==> src/rtl/gpu_mem_serializer.sv <==
// Serializes a per-lane warp memory request onto a single-port memory, one lane per access.
// Optional MEM_SER_COALESCE_EN: a load ack also fills every pending lane with the same address.
module gpu_mem_serializer #(
  parameter int NUM_THREADS = 4,
  parameter int DATA_WIDTH  = 16,
  parameter int ADDR_WIDTH  = 16
) (
  input  logic                                    clk,
  input  logic                                    rst,
  input  logic                                    req_valid,
  output logic                                    req_ready,
  input  logic                                    req_we,
  input  logic [NUM_THREADS-1:0]                  req_mask,
  input  logic [NUM_THREADS-1:0][ADDR_WIDTH-1:0]  req_addr,
  input  logic [NUM_THREADS-1:0][DATA_WIDTH-1:0]  req_wdata,
  output logic                                    resp_valid,
  output logic [NUM_THREADS-1:0][DATA_WIDTH-1:0]  resp_rdata,
  output logic                                    mem_req,
  output logic                                    mem_we,
  output logic [ADDR_WIDTH-1:0]                   mem_addr,
  output logic [DATA_WIDTH-1:0]                   mem_wdata,
  input  logic                                    mem_ack,
  input  logic [DATA_WIDTH-1:0]                   mem_rdata
);

  // state | meaning
  // IDLE  | waiting for a request, req_ready high
  // REQ   | presenting the lowest pending lane to memory
  // RESP  | one-cycle resp_valid pulse
  typedef enum logic [1:0] {IDLE, REQ, RESP} state_t;

  localparam int IDX_W = (NUM_THREADS > 1) ? $clog2(NUM_THREADS) : 1;

  state_t                                  state;
  logic                                    we_q;
  logic [NUM_THREADS-1:0]                  pending;
  logic [NUM_THREADS-1:0][ADDR_WIDTH-1:0]  addr_q;
  logic [NUM_THREADS-1:0][DATA_WIDTH-1:0]  wdata_q;

  logic [NUM_THREADS-1:0] served;
  logic [NUM_THREADS-1:0] remaining;
  logic [IDX_W-1:0]       nxt_idx;
  logic [IDX_W-1:0]       acc_idx;

  function automatic logic [IDX_W-1:0] lowest(input logic [NUM_THREADS-1:0] m);
    lowest = '0;
    for (int i = NUM_THREADS - 1; i >= 0; i--)
      if (m[i]) lowest = IDX_W'(i);
  endfunction

  always_comb begin
    served = '0;
    served[lowest(pending)] = 1'b1;
`ifdef MEM_SER_COALESCE_EN
    // Loads may satisfy every pending lane aimed at the address just returned.
    if (!we_q) begin
      for (int i = 0; i < NUM_THREADS; i++)
        if (pending[i] && (addr_q[i] == mem_addr)) served[i] = 1'b1;
    end
`else
`endif
    remaining = pending & ~served;
    nxt_idx   = lowest(remaining);
    acc_idx   = lowest(req_mask);
  end

  assign req_ready = (state == IDLE);

  always_ff @(posedge clk) begin
    if (rst) begin
      state      <= IDLE;
      we_q       <= 1'b0;
      pending    <= '0;
      addr_q     <= '0;
      wdata_q    <= '0;
      resp_rdata <= '0;
      resp_valid <= 1'b0;
      mem_req    <= 1'b0;
      mem_we     <= 1'b0;
      mem_addr   <= '0;
      mem_wdata  <= '0;
    end else begin
      resp_valid <= 1'b0;
      case (state)
        IDLE: begin
          if (req_valid) begin
            we_q       <= req_we;
            pending    <= req_mask;
            addr_q     <= req_addr;
            wdata_q    <= req_wdata;
            resp_rdata <= '0;
            if (req_mask != '0) begin
              state     <= REQ;
              mem_req   <= 1'b1;
              mem_we    <= req_we;
              mem_addr  <= req_addr[acc_idx];
              mem_wdata <= req_wdata[acc_idx];
            end else begin
              state      <= RESP;
              resp_valid <= 1'b1;
            end
          end
        end
        REQ: begin
          if (mem_ack) begin
            pending <= remaining;
            if (!we_q) begin
              for (int i = 0; i < NUM_THREADS; i++)
                if (served[i]) resp_rdata[i] <= mem_rdata;
            end
            if (remaining == '0) begin
              state      <= RESP;
              resp_valid <= 1'b1;
              mem_req    <= 1'b0;
              mem_we     <= 1'b0;
              mem_addr   <= '0;
              mem_wdata  <= '0;
            end else begin
              mem_addr  <= addr_q[nxt_idx];
              mem_wdata <= wdata_q[nxt_idx];
            end
          end
        end
        RESP:    state <= IDLE;
        default: state <= IDLE;
      endcase
    end
  end

endmodule

==> config.mk <==
export PLATFORM = sky130hd
export DESIGN_NAME = gpu_mem_serializer
export DESIGN_NICKNAME = d
export VERILOG_FILES = /design/src/rtl/gpu_mem_serializer.sv
export SDC_FILE = /design/constraint.sdc
export NUM_CORES = 1
export LEC_CHECK = 0
export BUFFER_PORTS_ARGS = -buffer_cell sky130_fd_sc_hd__clkbuf_2
export CAP_MARGIN = 20
export CORE_ASPECT_RATIO = 0.5
export CORE_MARGIN = 5
export CORE_UTILIZATION = 50
export CTS_CLUSTER_SIZE = 25
export DETAILED_ROUTE_END_ITERATION = 10
export PLACE_DENSITY_LB_ADDON = 0.15
export RECOVER_POWER = 100
export SKIP_CTS_REPAIR_TIMING = 1
export SLEW_MARGIN = 25
export SYNTH_ARGS = -nofsm -noshare
export SYNTH_HDL_FRONTEND = slang
export SYNTH_SLANG_ARGS = --single-unit
==> constraint.sdc <==
create_clock -name clk -period 2.35 [get_ports clk]
set_input_delay 0.235 -clock clk [delete_from_list [all_inputs] [get_ports clk]]
set_output_delay 0.235 -clock clk [all_outputs]
set_load 0.02 [all_outputs]
==> results of run 1 <==
[state kept, by name, summed over array words and instances (netlist names)]
| name | count |
|---|---|
| resp_valid | 1 |
| addr_q | 48 |
| pending | 4 |
| mem_addr | 16 |
| mem_we | 1 |
| mem_wdata | 16 |
| we_q | 1 |
| state | 2 |
| mem_req | 1 |
| resp_rdata | 64 |
| wdata_q | 48 |
[per-stage QoR]
stage,setup slack (ns),total power (W),cells
2_1_floorplan,0.450,0.00510,1119
3_3_place_gp,0.291,0.00572,1536
3_5_place_dp,0.204,0.00576,1536
4_1_cts,0.179,0.00866,1568
5_1_grt,0.0160,0.00899,1584
6_report,0.164,0.00857,1584
[placed cells by master (no fill, tap or decap), types with 2 or more instances in the layout]
| cell | netlist | layout |
|---|---|---|
| a211oi_1 | 12 | 12 |
| a21o_1 | 14 | 14 |
| a21oi_1 | 145 | 145 |
| a221o_1 | 12 | 12 |
| a221oi_4 | 4 | 3 |
| a22o_1 | 13 | 13 |
| a22oi_1 | 21 | 21 |
| a311oi_1 | 21 | 21 |
| and2_0 | 1 | 17 |
| buf_12 | 0 | 5 |
| buf_4 | 2 | 27 |
| clkbuf_1 | 93 | 106 |
| clkbuf_16 | 0 | 19 |
| clkbuf_2 | 0 | 154 |
| clkbuf_4 | 0 | 2 |
| clkbuf_8 | 0 | 5 |
| clkinv_2 | 0 | 2 |
| dfxtp_1 | 202 | 200 |
| dfxtp_2 | 0 | 2 |
| dlygate4sd3_1 | 0 | 16 |
| inv_1 | 13 | 13 |
| mux2i_1 | 65 | 65 |
| nand2_1 | 211 | 211 |
| nand2b_1 | 6 | 5 |
| nand3b_1 | 13 | 13 |
| nor2_1 | 117 | 115 |
| nor3_1 | 3 | 4 |
| nor4bb_1 | 3 | 2 |
| o21ai_0 | 5 | 5 |
| o221a_1 | 20 | 20 |
| o221ai_1 | 20 | 20 |
| o22a_1 | 12 | 12 |
| o22ai_1 | 19 | 19 |
| o32a_1 | 20 | 20 |
| or2_2 | 2 | 2 |
| or3_1 | 3 | 3 |
| or3b_4 | 1 | 2 |
| or4b_1 | 1 | 2 |
[synthesized netlist by cell type (4+ instances only)]
cell type	n
a211oi_1	12
a21o_1	14
a21oi_1	145
a221o_1	12
a221oi_4	4
a22o_1	13
a22oi_1	21
a311oi_1	21
and2_1	17
buf_2	12
buf_6	4
clkbuf_1	93
dfxtp_1	202
inv_1	13
mux2i_1	65
nand2_1	211
nand2b_1	6
nand3b_1	13
nor2_1	117
o21ai_0	5
o221a_1	20
o221ai_1	20
o22a_1	12
o22ai_1	19
o32a_1	20
[layout make-up]
| type | instances | area share, % |
|---|---|---|
| clock buffers | 30 | 4.96 |
| clock inverters | 2 | 0.0876 |
| inverters | 13 | 0.427 |
| multi-input cells | 792 | 42.2 |
| flip-flops and latches | 202 | 35.4 |
| well taps | 240 | 2.63 |
| repair buffers | 305 | 14.3 |
[path summary, 6_finish.rpt]
check / start / to / slack (ns)
worst max-delay path: pending[1] / resp_rdata[62] / 0.16
worst min-delay path: req_wdata[37] / wdata_q[37] / -0.009
worst max register to register: pending[1] / resp_rdata[62] / 0.16
worst min register to register: addr_q[40] / addr_q[40] / 0.46
[metal layers]
layer  part of all wire (%)  up-vias  track usage (%)
li1                       -     4409                -
met1                     42     4408             34.5
met2                     46      382             43.2
met3                    9.9       49             8.31
met4                    1.9        4             6.45
met5                  0.092        -                0
[power by group]
part           total, W  switching [W]  internal (W)
clock network   0.00291        0.00126       0.00165
registers       0.00386       0.000175       0.00368
logic           0.00180        0.00112      0.000680
[worst reg2reg max path, delay by kind of cell (launching register included)]
kind / cells / cell delay, ns
multiplexers: 1 / 0.26
AO/OA/AOI/OAI: 1 / 0.27
buffers and inverters: 1 / 0.41
flip-flops: 1 / 0.46
AND/OR/NAND/NOR: 2 / 0.64
[kinds of logic (layout without fill, tap and decap cells)]
| logic type | count (synthesis) | after routing | share of synthesized area (%) |
|---|---|---|---|
| buffers and inverters | 125 | 350 | 5.58 |
| DFF | 202 | 202 | 43.2 |
| AOI/OAI and AO/OA | 341 | 341 | 26.5 |
| muxes | 65 | 65 | 6.95 |
| adders and majority gates | 1 | 1 | 0.107 |
| and+or+nand+nor | 385 | 385 | 17.7 |
==> impl_metrics.toml, run 1 <==
[run_status]
status = "finished, violations left"
violations = "hold timing"

[cts]
cts_buffers = 19
insertion_delay_ns = 0.48
cts_tree = "yes"
cts_sinks = 202
root_buffer = "clkbuf_16"
cts.reportedPaths.clkPinSlew_ns = 0.07
htreeDepth = 1
clock_path_buffers = 3

[sta]
setup-violations-final = 0
fin_hold_ws_ns = -0.00888
max_freq_mhz = 457
tns_ns = 0
hold_viol_final = 8
maxSlewHeadroom_pct = 33.9
tightest_slew_ns = 0.988
rsz0062_at_grt = "no"
slew_viol_final = 0
finClkSkew_ns = 0.00605
fin_crit_ns = 2.19
min_period_over_period_pct = 93.0

[placed_design]
gp_congestion = 0.884
numPortBuffers = 252
postPlaceCellArea_um2 = 10900
dp_hpwl_um = 20600

[synthesis]
synth_edf_count = 0
synthTopCellsByArea = "dfxtp_1 43%, nand2_1 8.5%, a21oi_1 7.8%"
synth_top_area_share_pct = 43.2
synth_flop_cell = "dfxtp_1"
synth.distinct_cells = 45
syn_avg_cell_area_um2 = 8.36
yosysWarningCount = 0
async_reset_ff_share_pct = 0
yosysSeqAreaShare_pct = 43.2
synth-seq-cells = 202
syn_nets = 1272
synthesis.area_um2 = 9360
synthCells = 1119
yosysTopAreaCell = "dfxtp_1"

[finish]
fillCellCount = 1681
final_util_pct = 62.1
drive_above_1_share_pct = 17.3
regArea_um2 = 4050
diodes = 0
stdcell_area_um2 = 11400
multi_input_area_um2 = 4810
synthToLayoutAreaGrowth_pct = 22.1
nNetsFinal = 1486

[floorplanning]
die_w_um = 203
die_area_um2 = 21700
coreArea_um2 = 18400
die_h_um = 107
num_io_pins = 253
rows = 35
start_util_pct = 50.9

[setup_path]
cp.arrival_ns = 2.51
r2r_cells = 5
crit_slowest_cell = "or4b_1"
worst-setup-path-type = "flip-flop to flip-flop"
worst_setup_path_start_kind = "flip-flop"
critPathTopFamily = "simple AND/OR/NAND/NOR gates"
critPathRequiredTime_ns = 2.68
critPathMaxFanout = 16
critPathBufInv = 1
endpoint_kind = "flip-flop"
worstSetupPathDepth = 5
slowest_delay_ns = 0.58
cp_cell_sequence = "or4b_1 -> a221oi_1 -> clkbuf_4 -> mux2i_1 -> nor2_1"

[routing]
ant_nets = 0
via_per_inst = 5.84
via_count = 9252
drc = 0
wl_per_cell_um = 19.2
totalWireLength_um = 30400
drtPass1Iterations = 5
first_iter_violations = 672

[grt]
grtUsageTotal_pct = 26.5
gr-total-overflow = 0
grt_max_degree = 99
antenna_found_initial = 2
first_global_vias = 9035
grt_pass1_wl_um = 47200

[min_path]
hold_path_depth = 3
min_path_type = "primary input to flip-flop"

[pwr]
p_leak_nw = 4.42
peakVddDrop_mv = 0.471
power.density_nw_per_um2 = 751

[flow_run]
drv_cap = 0
Power figures use the tool's default switching activity.
==> inputs of run 2 (changes only) <==
--- a/config.mk
+++ b/config.mk
@@ -12,7 +12,7 @@
 export CORE_UTILIZATION = 50
 export CTS_CLUSTER_SIZE = 25
 export DETAILED_ROUTE_END_ITERATION = 10
-export PLACE_DENSITY_LB_ADDON = 0.15
+export PLACE_DENSITY = 0.77
 export RECOVER_POWER = 100
 export SKIP_CTS_REPAIR_TIMING = 1
 export SLEW_MARGIN = 25
==> run 2 against run 1 <==
Effect of this change:
- the run still ends with hold timing left
- power rose by 4.8%
- core utilization grew 1.6 points
- non-clock buffer count grew 22
- worst hold slack worse by 0.010 ns
- global-route usage increased by 0.15 points
- combinational power about the same
- via count up 3.2%
- count of clock-buffer cells in the layout shrank 2
- critical path depth is 1 lower
- maximum frequency grew 1.9%
- sequential share of layout area down 0.90 points
- sequential cell count unchanged
- critical endpoint is now mem_we
==> impl_metrics.toml, run 2 (synthesized netlist as in run 1, its figures left out) <==
[sta]
min_period_over_period_pct = 91.3
tightest_slew_ns = 1.14
hold_viol_final = 24
finClkSkew_ns = 0.00995
rsz0062_at_grt = "no"
fin_crit_ns = 2.15
maxSlewHeadroom_pct = 23.8
slew_viol_final = 0
max_freq_mhz = 466
setup-violations-final = 0
fin_hold_ws_ns = -0.0190
tns_ns = 0

[setup_path]
critPathRequiredTime_ns = 2.73
crit_start = "state[0]"
critPathMaxFanout = 98
crit_slowest_cell = "clkbuf_4"
cp.arrival_ns = 2.53
r2r-start = "state[0]"
endpoint_kind = "flip-flop"
worst-setup-path-type = "flip-flop to flip-flop"
cp_cell_sequence = "or3b_4 -> clkbuf_4 -> nor3_1 -> a22o_1"
r2r_cells = 4
worst_setup_path_start_kind = "flip-flop"
slowest_delay_ns = 0.86

[routing]
drtPass1Iterations = 5
totalWireLength_um = 30500
via_count = 9546
via_per_inst = 5.94
wl_per_cell_um = 19.0
first_iter_violations = 845
ant_nets = 0
drc = 0

[pwr]
power.density_nw_per_um2 = 767
p_leak_nw = 4.54
peakVddDrop_mv = 0.433

[floorplanning]
num_io_pins = 253
die_h_um = 107
start_util_pct = 50.9
rows = 35
die_w_um = 203
coreArea_um2 = 18400
die_area_um2 = 21700

[finish]
diodes = 0
drive_above_1_share_pct = 16.9
fin_cells = 1607
reg_top3 = "resp_rdata (64), addr_q (48), wdata_q (48)"
largest_reg_flops = 64
final_util_pct = 63.7
synthToLayoutAreaGrowth_pct = 25.2
fillCellCount = 1570
final_common_cell = "nand2_1"
nNetsFinal = 1508
multi_input_area_um2 = 4800
final_cell_mix = "211 x nand2_1, 201 x dfxtp_1, 154 x clkbuf_2, 145 x a21oi_1, 115 x nor2_1"
top_register = "resp_rdata"
regArea_um2 = 4050

[cts]
cts_sinks = 202
cts_buffers = 19
htreeDepth = 1
insertion_delay_ns = 0.49
cts_tree = "yes"
clock_path_buffers = 3
root_buffer = "clkbuf_16"
cts.reportedPaths.clkPinSlew_ns = 0.06

[grt]
antenna_found_initial = 0
grtUsageTotal_pct = 26.6
grt_pass1_wl_um = 47800
gr-total-overflow = 0
first_global_vias = 9091
grt_max_degree = 99

[placed_design]
gp_congestion = 0.840
numPortBuffers = 252
dp_hpwl_um = 20400
dp_cells = 1534

[min_path]
min_path_type = "primary input to flip-flop"
hold_path_depth = 3
min-delay-start = "req_wdata[49]"

[flow_run]
drv_cap = 0

[run_status]
status = "finished, violations left"
violations = "hold timing"
run 2: through the flow:
stage	area [um2]	setup WS, ns	power, W
floorplan	9360	0.450	0.00510
global placement	10800	0.346	0.00566
detailed placement	10800	0.243	0.00571
CTS	11500	0.186	0.00902
global route	11700	0.0735	0.00937
finish	11700	0.204	0.00898
run 2: routing by layer:
metal  track usage (%)  share of wire [%]  vias up
li1                  -                  -     4464
met5                 0                  0        -
met2              43.1                 47      481
met3              7.43                9.4       77
met4              7.50                2.4        0
met1              35.2                 42     4524
run 2: power breakdown:
group	internal [W]	leakage, nW	switching, W
clock	0.00198	0.326	0.00134
combinational	0.000688	2.56	0.00112
sequential	0.00368	1.65	0.000175
run 2: path summary, 6_finish.rpt:
check | to | slack (ns)
setup / recovery | mem_we | 0.20
hold / removal | wdata_q[49] | -0.02
setup reg to reg | mem_we | 0.20
hold reg to reg | addr_q[39] | 0.46
run 2: critical path, delay by kind of cell (launching register included):
family / cells / cell delay, ns
flops: 1 / 0.55
buf+inv: 1 / 0.86
compound gates: 1 / 0.27
simple gates: 2 / 0.34
run 2: final cells by class:
| cell class | instances | area share [%] |
|---|---|---|
| clock buffers | 28 | 4.77 |
| flip-flops and latches | 202 | 34.5 |
| inverters | 13 | 0.416 |
| well taps | 240 | 2.56 |
| multi-input cells | 792 | 41.0 |
| repair buffers | 327 | 15.9 |
| clock inverters | 5 | 0.886 |
==> inputs of run 3 (changes only) <==
--- a/config.mk
+++ b/config.mk
@@ -7,12 +7,14 @@
 export LEC_CHECK = 0
 export BUFFER_PORTS_ARGS = -buffer_cell sky130_fd_sc_hd__clkbuf_2
 export CAP_MARGIN = 20
+export CELL_PAD_IN_SITES_DETAIL_PLACEMENT = 1
+export CELL_PAD_IN_SITES_GLOBAL_PLACEMENT = 1
 export CORE_ASPECT_RATIO = 0.5
 export CORE_MARGIN = 5
-export CORE_UTILIZATION = 50
+export CORE_UTILIZATION = 38
 export CTS_CLUSTER_SIZE = 25
 export DETAILED_ROUTE_END_ITERATION = 10
-export PLACE_DENSITY = 0.77
+export PLACE_DENSITY_LB_ADDON = 0.1
 export RECOVER_POWER = 100
 export SKIP_CTS_REPAIR_TIMING = 1
 export SLEW_MARGIN = 25
==> run 3 against run 2 <==
Effect of this change:
- the flow still finishes with violations (hold timing)
- clock power decreased by 3%
- combinational power up 7%
- power rose by 0.60%
- critical path depth rose by 1
- cell area up 4.5%
- highest routed layer unchanged
- via count up 0.32%
- critical endpoint is now mem_wdata[8]
- register-to-register slack worse by 0.07 ns
- die area grew 29%
- non-clock buffer count is 40 higher
- sequential share of layout area decreased by 1.5 points
==> impl_metrics.toml, run 3 (synthesized netlist as in run 1, its figures left out) <==
[run_status]
status = "finished, violations left"
violations = "hold timing"

[min_path]
min_path_type = "primary input to flip-flop"
hold_path_depth = 3
min_to = "wdata_q[33]"
min-delay-start = "req_wdata[33]"

[routing]
drc = 0
totalWireLength_um = 35900
ant_nets = 0
via_count = 9577
drtPass1Iterations = 5
wl_per_cell_um = 20.6
via_per_inst = 5.49
first_iter_violations = 536

[floorplanning]
die_h_um = 121
die_area_um2 = 28100
rows = 40
coreArea_um2 = 24100
die_w_um = 232
num_io_pins = 253
start_util_pct = 38.8

[cts]
clock_path_buffers = 3
insertion_delay_ns = 0.52
root_buffer = "clkbuf_16"
htreeDepth = 1
cts.reportedPaths.clkPinSlew_ns = 0.07
cts_buffers = 20
cts_tree = "yes"
cts_sinks = 202

[sta]
maxSlewHeadroom_pct = 39.7
worst_slack_ns = 0.134
setup-violations-final = 0
tightest_slew_ns = 0.901
slew_viol_final = 0
max_freq_mhz = 451
fin_hold_ws_ns = -0.0283
min_period_over_period_pct = 94.3
finClkSkew_ns = 0.0275
hold_viol_final = 4
tns_ns = 0
fin_crit_ns = 2.22
rsz0062_at_grt = "no"

[flow_run]
drv_cap = 0

[pwr]
power.share.clock_pct = 35.7
switching_share_pct = 30.6
p_int_w = 0.00627
power.density_nw_per_um2 = 738
switchingPower_w = 0.00276
peakVddDrop_mv = 0.420
p_leak_nw = 4.72
p_seq_share_pct = 42.9
pwr-share-comb_pct = 21.3

[placed_design]
gp_congestion = 0.825
dp_hpwl_um = 24000
place_ws_ns = 0.219
numPortBuffers = 252

[finish]
nNetsFinal = 1549
synthToLayoutAreaGrowth_pct = 30.8
final_common_cell = "nand2_1"
final_cell_mix = "211 x nand2_1, 200 x dfxtp_1, 152 x clkbuf_2, 145 x a21oi_1, 115 x nor2_1"
drive_above_1_share_pct = 16.6
fillCellCount = 2998
largest_reg_flops = 64
reg_top3 = "resp_rdata (64), addr_q (48), wdata_q (48)"
top_register = "resp_rdata"

[grt]
grt_max_degree = 99
antenna_found_initial = 2
grtUsageTotal_pct = 23.7
grt_pass1_wl_um = 53800
gr-total-overflow = 0
first_global_vias = 9974

[setup_path]
r2r_cells = 5
endpoint_kind = "flip-flop"
critPathMaxFanout = 20
worst-r2r-setup-slack_ns = 0.13
worst_setup_path_start_kind = "flip-flop"
worst-setup-path-type = "flip-flop to flip-flop"
r2r-start = "pending[0]"
critPathRequiredTime_ns = 2.76
regToRegEndpoint = "mem_wdata[8]"
cp.arrival_ns = 2.63
run 3: cell type report:
cell class | count | area (um2) | area share [%]
timing repair buffer | 367 | 2290 | 18.7
antenna | 2 | 5.00 | 0.0409
multi-input combinational | 792 | 4780 | 39.1
tap | 336 | 420 | 3.44
sequential | 202 | 4050 | 33.1
clock buffer | 28 | 581 | 4.74
inverter | 13 | 48.8 | 0.399
clock inverter | 6 | 66.3 | 0.542
run 3: per-stage QoR:
step / std cells / power [W] / instance area, um2 / util, %
6_report: 1746 / 0.00904 / 12200 / 50.7
5_1_grt: 1746 / 0.00948 / 12200 / 50.7
4_1_cts: 1665 / 0.00908 / 11600 / 48.3
3_5_place_dp: 1631 / 0.00584 / 11000 / 45.6
3_3_place_gp: 1631 / 0.00578 / 11000 / 45.6
2_1_floorplan: 1119 / 0.00510 / 9360 / -
run 3: how the worst max path moves through the flow:
stage / startpoint / end / slack, ns / cells past startpoint
floorplan: pending[3] / resp_rdata[53] / 0.45 / 6
global placement: state[0] / mem_we / 0.28 / 4
detailed placement: state[0] / mem_we / 0.22 / 4
CTS: state[0] / mem_we / 0.18 / 4
global route: state[0] / mem_addr[13] / 0.02 / 4
finish: pending[0] / mem_wdata[8] / 0.13 / 5
run 3: metal layers:
layer,track usage [%],wire (um)
met1,29.4,15300
met3,6.76,2340
met5,0,0
met4,6.12,907
met2,41.0,17400
run 3: power groups by stage:
stage | registers, W | logic (W) | clock network, W
3_3_place_gp | 0.00394 | 0.00185 | 0
3_5_place_dp | 0.00395 | 0.00189 | 0
2_1_floorplan | 0.00403 | 0.00107 | 0
5_1_grt | 0.00391 | 0.00210 | 0.00348
6_report | 0.00388 | 0.00193 | 0.00323
4_1_cts | 0.00388 | 0.00190 | 0.00331
run 3: worst max-delay path, cell delays in order, from the launching register on:
cell	delay [ns]
dfxtp_1	0.68
and2_2	0.26
buf_2	0.47
a22oi_1	0.18
o32a_1	0.20
a311oi_1	0.31
